File: config.mk
export PLATFORM = sky130hd
export DESIGN_NAME = mem_stage
export DESIGN_NICKNAME = d
export VERILOG_FILES = /design/src/rtl/mem_stage.sv
export SDC_FILE = /design/constraint.sdc
export NUM_CORES = 1
export LEC_CHECK = 0
export CAP_MARGIN = 20
export CORE_ASPECT_RATIO = 0.75
export CORE_MARGIN = 10
export CORE_UTILIZATION = 45
export CTS_CLUSTER_DIAMETER = 200
export DETAILED_ROUTE_END_ITERATION = 12
export GPL_ROUTABILITY_DRIVEN = 0
export PLACE_DENSITY = 0.83
export REMOVE_ABC_BUFFERS = 1
export SKIP_LAST_GASP = 1
export SLEW_MARGIN = 5
export SYNTH_ARGS = -nofsm -noshare
export SYNTH_HDL_FRONTEND = slang
export SYNTH_SLANG_ARGS = --single-unit
File: constraint.sdc
create_clock -name clk -period 1.7 [get_ports clk]
set_input_delay 0.51 -clock clk [delete_from_list [all_inputs] [get_ports clk]]
set_output_delay 0.51 -clock clk [all_outputs]
set_load 0.005 [all_outputs]
File: src/rtl/mem_stage.sv
// mem_stage: memory stage of an RV32I pipeline.
// Accepts one EX result per cycle. ALU results are registered straight
// through to writeback. Loads and stores are issued over a req/ack
// data-memory handshake while the upstream pipeline is stalled.
// Misaligned accesses and undefined funct3 codes never reach memory;
// they retire after one cycle with writeback disabled and a misalign pulse.
module mem_stage #(
  parameter int ADDR_W = 32,
  parameter int DATA_W = 32
) (
  input  logic              clk,
  input  logic              rst,
  input  logic              valid_i,
  input  logic [4:0]        wd_i,
  input  logic              wreg_i,
  input  logic [DATA_W-1:0] wdata_i,
  input  logic              mem_rd_i,
  input  logic              mem_we_i,
  input  logic [2:0]        mem_func3_i,
  input  logic [ADDR_W-1:0] mem_addr_i,
  input  logic [DATA_W-1:0] mem_sdata_i,
  output logic              stall_o,
  output logic              mem_req_o,
  output logic              mem_we_o,
  output logic [ADDR_W-1:0] mem_addr_o,
  output logic [3:0]        mem_be_o,
  output logic [DATA_W-1:0] mem_wdata_o,
  input  logic              mem_ack_i,
  input  logic [DATA_W-1:0] mem_rdata_i,
  output logic              valid_o,
  output logic [4:0]        wd_o,
  output logic              wreg_o,
  output logic [DATA_W-1:0] wdata_o,
  output logic              misalign_o
);

  localparam logic [0:0] IDLE = 1'b0;
  localparam logic [0:0] BUSY = 1'b1;

  logic [0:0]        state;

  // Fields of the in-flight access needed when the ack arrives
  logic [4:0]        lat_wd;
  logic              lat_wreg;
  logic              lat_load;
  logic [2:0]        lat_f3;
  logic [1:0]        lat_a;

  // Decode of the incoming instruction
  logic              is_mem;
  logic              f3_ok;
  logic              misal;
  logic [1:0]        a;
  logic [3:0]        req_be;
  logic [DATA_W-1:0] req_wdata;

  // Load data path
  logic [DATA_W-1:0] shifted;
  logic [DATA_W-1:0] load_data;

  assign a      = mem_addr_i[1:0];
  assign is_mem = mem_rd_i | mem_we_i;

  // Classify the access and build byte enables / lane-replicated store data
  always_comb begin
    f3_ok     = 1'b0;
    misal     = 1'b0;
    req_be    = 4'b1111;
    req_wdata = mem_sdata_i;
    case (mem_func3_i)
      3'b000: begin
        f3_ok = 1'b1;
        if (!mem_rd_i) begin
          req_be    = 4'b0001 << a;
          req_wdata = {4{mem_sdata_i[7:0]}};
        end
      end
      3'b001: begin
        f3_ok = 1'b1;
        misal = a[0];
        if (!mem_rd_i) begin
          req_be    = 4'b0011 << a;
          req_wdata = {2{mem_sdata_i[15:0]}};
        end
      end
      3'b010: begin
        f3_ok = 1'b1;
        misal = (a != 2'b00);
      end
      3'b100, 3'b101: begin
        f3_ok = mem_rd_i;
        misal = mem_func3_i[0] & a[0];
      end
      default: begin
        f3_ok = 1'b0;
      end
    endcase
  end

  // Pick the addressed byte/half out of the returned word and extend it
  always_comb begin
    shifted = mem_rdata_i >> {lat_a, 3'b000};
    case (lat_f3)
      3'b000:  load_data = {{24{shifted[7]}}, shifted[7:0]};
      3'b001:  load_data = {{16{shifted[15]}}, shifted[15:0]};
      3'b100:  load_data = {24'd0, shifted[7:0]};
      3'b101:  load_data = {16'd0, shifted[15:0]};
      default: load_data = shifted;
    endcase
  end

  // Stage state machine and all registered outputs
  always_ff @(posedge clk or negedge rst) begin
    if (!rst) begin
      state       <= IDLE;
      stall_o     <= 1'b0;
      mem_req_o   <= 1'b0;
      mem_we_o    <= 1'b0;
      mem_addr_o  <= '0;
      mem_be_o    <= 4'b0000;
      mem_wdata_o <= '0;
      valid_o     <= 1'b0;
      wd_o        <= 5'd0;
      wreg_o      <= 1'b0;
      wdata_o     <= '0;
      misalign_o  <= 1'b0;
      lat_wd      <= 5'd0;
      lat_wreg    <= 1'b0;
      lat_load    <= 1'b0;
      lat_f3      <= 3'd0;
      lat_a       <= 2'd0;
    end else begin
      valid_o    <= 1'b0;
      misalign_o <= 1'b0;
      case (state)
        IDLE: begin
          if (valid_i) begin
            if (!is_mem) begin
              valid_o <= 1'b1;
              wd_o    <= wd_i;
              wreg_o  <= wreg_i;
              wdata_o <= wdata_i;
            end else if (!f3_ok || misal) begin
              valid_o    <= 1'b1;
              wd_o       <= wd_i;
              wreg_o     <= 1'b0;
              misalign_o <= 1'b1;
            end else begin
              state       <= BUSY;
              stall_o     <= 1'b1;
              mem_req_o   <= 1'b1;
              mem_we_o    <= ~mem_rd_i;
              mem_addr_o  <= {mem_addr_i[ADDR_W-1:2], 2'b00};
              mem_be_o    <= req_be;
              mem_wdata_o <= req_wdata;
              lat_wd      <= wd_i;
              lat_wreg    <= wreg_i;
              lat_load    <= mem_rd_i;
              lat_f3      <= mem_func3_i;
              lat_a       <= a;
            end
          end
        end
        BUSY: begin
          if (mem_ack_i) begin
            state     <= IDLE;
            stall_o   <= 1'b0;
            mem_req_o <= 1'b0;
            mem_we_o  <= 1'b0;
            valid_o   <= 1'b1;
            wd_o      <= lat_wd;
            if (lat_load) begin
              wreg_o  <= lat_wreg;
              wdata_o <= load_data;
            end else begin
              wreg_o  <= 1'b0;
            end
          end
        end
        default: begin
          state <= IDLE;
        end
      endcase
    end
  end

endmodule

==> flow_metrics.tcl, run 1 <==
set metrics [dict create \
    ys_seq_elements 121 \
    netlist_instances 509 \
    syn-mean-instance-area_um2 13.1 \
    maxCapViolCount 0 \
    cts_buffers 17 \
    ff2ff_path_depth 6 \
    dpl_cell_area_um2 9640 \
    grt_pass1_vias 6018 \
    numPlacedInstances 988 \
    crit_type "input port to flop" \
    power_density_nw_per_um2 1200 \
    layout_commonest_cell "clkdlybuf4s50_1" \
    worstPathRequired_ps 2000 \
    netlist_area_um2 6650 \
    yosysTopAreaCell "dfrtp_1" \
    fin_area_um2 10500 \
    async_reset_ff_share_pct 100 \
    seqPwrFrac_pct 34.4 \
    switching_power_mw 3.70 \
    power_mw 12.7 \
    core_area_um2 14500 \
    start_util_pct 46.0 \
    finalSetupViolCount 0 \
    end_kind "flop" \
    synth-edff-count 0 \
    drt_pass1_iterations 5 \
    yosysTopAreaCellShare_pct 45.5 \
    slew_violations 0 \
    clk_latency_ps 420 \
    die-area_um2 20100 \
    clockBufferDepth 2 \
    area_delta_synth_final_pct 58.7 \
    mostFrequentLayoutCells "clkdlybuf4s50_1, dfrtp_1, dlygate4sd2_1" \
    utilization_pct 73.0 \
    path_max_fanout 7 \
    cts_tree "done" \
    worstPathArrival_ps 1980 \
    drtAntennaViolNets 0 \
    port_buffers 251 \
    die_w_um 160 \
    period_share_pct 98.8 \
    p_int_mw 8.98 \
    die_y_um 125 \
    p_comb_share_pct 35.8 \
    grt_first_pass_wirelength_um 35300 \
    clk_pin_slew_worst_paths_ps 60 \
    synth_area_leaders "dfrtp_1, mux2_4, mux2_2" \
    whs_ps 40.1 \
    clock_skew_ps 7.18 \
    yosys_warnings 0 \
    antenna_found_initial 1 \
    worst_setup_path_start_kind "input port" \
    swShare_pct 29.2 \
    drc 0 \
    routed_via_density 5.27 \
    wl_per_cell_um 21.4 \
    status "finished clean" \
    hold_viol_final 0 \
    totalWireLength_um 22400 \
    yosysUniqueCellTypes 53 \
    row_count 38 \
    yosysSeqAreaShare_pct 45.5 \
    fmax_mhz 595 \
    synth_ff_type "dfrtp_1" \
    fin_cells 1047 \
    p_leak_nw 4.98 \
    period_minus_slack_ps 1680 \
    ios 254 \
    cts_root_buf "clkbuf_16" \
    hold_path.class "input port to asynchronous set/reset pin" \
    htree_levels 4 \
    rsz0062_at_grt "yes" \
    drt-initial-drc-count 432 \
    overflow 0 \
    vias 5516 \
    num-nets-final 980 \
    clkSinkCount 121 \
    grtUsageTotal_pct 22.2 \
    power_frac_clock_pct 29.8 \
    grt_max_degree 40 \
    worst_ir_drop_vdd_v 0.000646 \
    dp.final_hpwl_um 16800 \
    drive_above_1_share_pct 32.3 \
]
==> final cells by class <==
cell class | count | area (um^2)
tap | 200 | 250
clock buffer | 20 | 447
multi-input combinational | 341 | 3250
fill | 1037 | 3910
clock inverter | 12 | 174
timing repair buffer | 337 | 3340
sequential | 121 | 3030
antenna | 1 | 2.50
inverter | 15 | 57.6
==> metrics by stage <==
stage | worst slack (ps) | TNS (ps)
4_1_cts | -44.3 | -44.3
2_1_floorplan | -508 | -44890
5_1_grt | -21.8 | -84.0
3_3_place_gp | -781 | -77100
6_report | 20.1 | 0
3_5_place_dp | -859 | -81560
==> cells in the mapped netlist, types with 7 or more instances <==
cell type and count:
buf_6 8, mux2i_1 29, nor2_1 26, dfrtp_1 121
a21oi_1 25, o21ai_0 18, nor3_1 20, nand3_1 10
buf_12 7, nand2_1 32, mux2_2 35, a211oi_1 8
a32oi_1 8, a22oi_1 8, inv_1 14, nor3_2 7
mux2_4 69
==> cells by family (layout without fill, tap and decap cells) <==
logic type,Yosys count,after routing,share of synthesized area (%)
buffers and inverters,49,384,6.78
AO/OA/AOI/OAI,78,78,8.55
other,1,3,0.0564
multiplexers,141,141,28.7
AND/OR/NAND/NOR,115,116,9.62
flip-flops,121,121,45.5
adder cells (fa/ha/maj),4,4,0.753
==> per-layer routing <==
metal  GRT usage (%)  vias up  routed length, um
met3            5.74       46               1390
met5               0        -                  0
met1            27.3     2746               9250
met4            9.86        0                760
met2            36.0      228              11000
li1                -     2496                  -
==> repair_timing <==
item	in CTS	in global routing
cloned	5	1
hold buffers	0	0
resized for setup	143	16
setup buffers	21	0
setup endpoints to repair	222	70
endpoints found under the hold margin	0	0
pin swaps	8	6
==> power groups by stage <==
stage	combinational (mW)	clock, mW	sequential, mW
global route	4.86	3.98	4.47
global placement	4.79	0	4.36
detailed placement	4.93	0	4.40
finish	4.54	3.79	4.36
floorplan	1.82	0	4.47
CTS	4.55	3.83	4.35
==> critical path: stages <==
cell and delay (ps):
dlygate4sd2_1 260, buf_12 150, o221a_4 310, buf_4 150, nand2_4 140, clkbuf_16 170, mux2_4 290
==> worst paths after layout <==
check | from | to | slack (ps)
max | mem_rd_i | mem_wdata_o[15] | 20
min | rst | wdata_o[23] | 40
max reg2reg | state | mem_addr_o[12] | 60
min reg2reg | wdata_o[30] | wdata_o[30] | 500
max in group asynchronous | rst | mem_addr_o[11] | 1120
min in group clk | mem_addr_i[1] | lat_a[1] | 480
==> state kept, by name, indices dropped and copies added, names as in the netlist, 2 cells and up <==
register     cells
mem_wdata_o     32
mem_be_o         4
lat_wd           5
lat_f3           3
mem_addr_o      30
wd_o             5
lat_a            2
wdata_o         32
Note: power is estimated with default switching activity, not from simulation.
==> run 2, diff against run 1 <==
- TNS_END_PERCENT: unset -> 30
==> run 2 against run 1 <==
  * The run now ends with negative setup slack left
  * Worst setup slack got worse by 140 ps
  * Design area rose by 2.0%
  * Sequential power barely moved
  * First-iteration DRC count fell by 2.8%
  * Largest cell class unchanged
  * Largest power group unchanged
==> flow_metrics.tcl, run 2 (synthesis results as in run 1) <==
set metrics [dict create \
    status "complete, but fails checks" \
    failed_checks "negative setup slack" \
    routed_via_density 5.30 \
    grt_pass1_vias 5974 \
    cts_buffers 17 \
    row_count 38 \
    critical-path-top-delay-family "buffers and inverters" \
    cts_root_buf "clkbuf_16" \
    path_max_fanout 2 \
    grt_max_degree 40 \
    worstPathRequired_ps 1190 \
    hold_viol_final 0 \
    pre_cts_slack_ps -859 \
    antenna_found_initial 2 \
    ff2ff_path_depth 7 \
    r2r_start "state" \
    maxCapViolCount 0 \
    start_util_pct 46.0 \
    layout_commonest_cell "clkdlybuf4s50_1" \
    worstPathArrival_ps 1310 \
    power_mw 13.1 \
    crit_slowest_cell "clkdlybuf4s50_1" \
    cts_tree "done" \
    grtUsageTotal_pct 22.0 \
    clock_skew_ps 4.39 \
    core_area_um2 14500 \
    clk_pin_slew_worst_paths_ps 50 \
    crit_chain "clkdlybuf4s50_1" \
    finalSetupViolCount 96 \
    ctsHoldBuffers 0 \
    drc 0 \
    clockBufferDepth 2 \
    whs_ps 42.2 \
    clkSinkCount 121 \
    vias 5533 \
    ios 254 \
    period_share_pct 107 \
    htree_levels 4 \
    die_y_um 125 \
    drtAntennaViolNets 0 \
    die-area_um2 20100 \
    fmax_mhz 548 \
    hold_path.class "input port to asynchronous set/reset pin" \
    top_regs "mem_wdata_o x32, wdata_o x32, mem_addr_o x30" \
    crit_type "flop to output pin" \
    dp.final_hpwl_um 16800 \
    worst_setup_path_start_kind "flop" \
    overflow 0 \
    end_kind "output pin" \
    power_density_nw_per_um2 1220 \
    fillers 945 \
    slew_violations 0 \
    rsz0062_at_grt "yes" \
    period_minus_slack_ps 1820 \
    drt-initial-drc-count 420 \
    wl_per_cell_um 21.9 \
    mostFrequentLayoutCells "clkdlybuf4s50_1, dfrtp_1, mux2_4" \
    worst_slack_ps -124 \
    die_w_um 160 \
    setup_tns_ps -6470 \
    clk_latency_ps 410 \
    worst_ir_drop_vdd_v 0.000646 \
    slowest_delay_ps 550 \
    p_leak_nw 5.25 \
    drive_above_1_share_pct 31.4 \
    drt_pass1_iterations 7 \
    totalWireLength_um 22900 \
    port_buffers 251 \
    grt_first_pass_wirelength_um 35100 \
    r2r_slack_ps -20 \
    utilization_pct 74.4 \
    r2r-end "mem_addr_o[19]" \
    area_delta_synth_final_pct 61.8 \
    critPathBufInv 1 \
    num-nets-final 976 \
    crit_start "wdata_o[29]" \
]
## run 2: worst max path at each step
stage,depth (start not counted),endpoint
finish,1,wdata_o[29]
global route,1,mem_addr_o[15]
CTS,1,mem_req_o
detailed placement,7,wd_o[4]
global placement,8,mem_addr_o[10]
floorplan,4,lat_f3[2]
## run 2: area by class of cell
cell class,instances,area (um^2),share of cell area [%]
Clock inverter,12,174,1.62
Inverter,15,57.6,0.535
Clock buffer,20,447,4.15
Multi-Input combinational cell,342,3230,30.1
Antenna cell,2,5.00,0.0465
Sequential cell,121,3030,28.1
Timing Repair Buffer,332,3560,33.1
Tap cell,200,250,2.33
## run 2: power by group
| group | internal, mW | total [mW] | switching [mW] |
|---|---|---|---|
| clock | 2.48 | 3.77 | 1.29 |
| sequential | 3.79 | 4.39 | 0.601 |
| combinational | 3.15 | 4.98 | 1.82 |
## run 2: what timing repair did
action / in CTS / in global routing
resized for setup: 33 / 54
setup buffers: 13 / 3
setup endpoints to repair: 222 / 180
pin swaps: 8 / 1
gates cloned: 5 / 1
## run 2: metal layers
layer	up-vias	wire (um)	global-route usage [%]
li1	2483	-	-
met1	2777	9490	27.0
met4	0	654	9.21
met3	49	1340	5.84
met5	-	0	0
met2	224	11400	36.2
## run 2: metrics by stage
step           instances  area, um^2
4_1_cts             1038       10600
3_3_place_gp         988        9640
3_5_place_dp         988        9640
6_report            1044       10800
5_1_grt             1044       10800
2_1_floorplan        476        6260
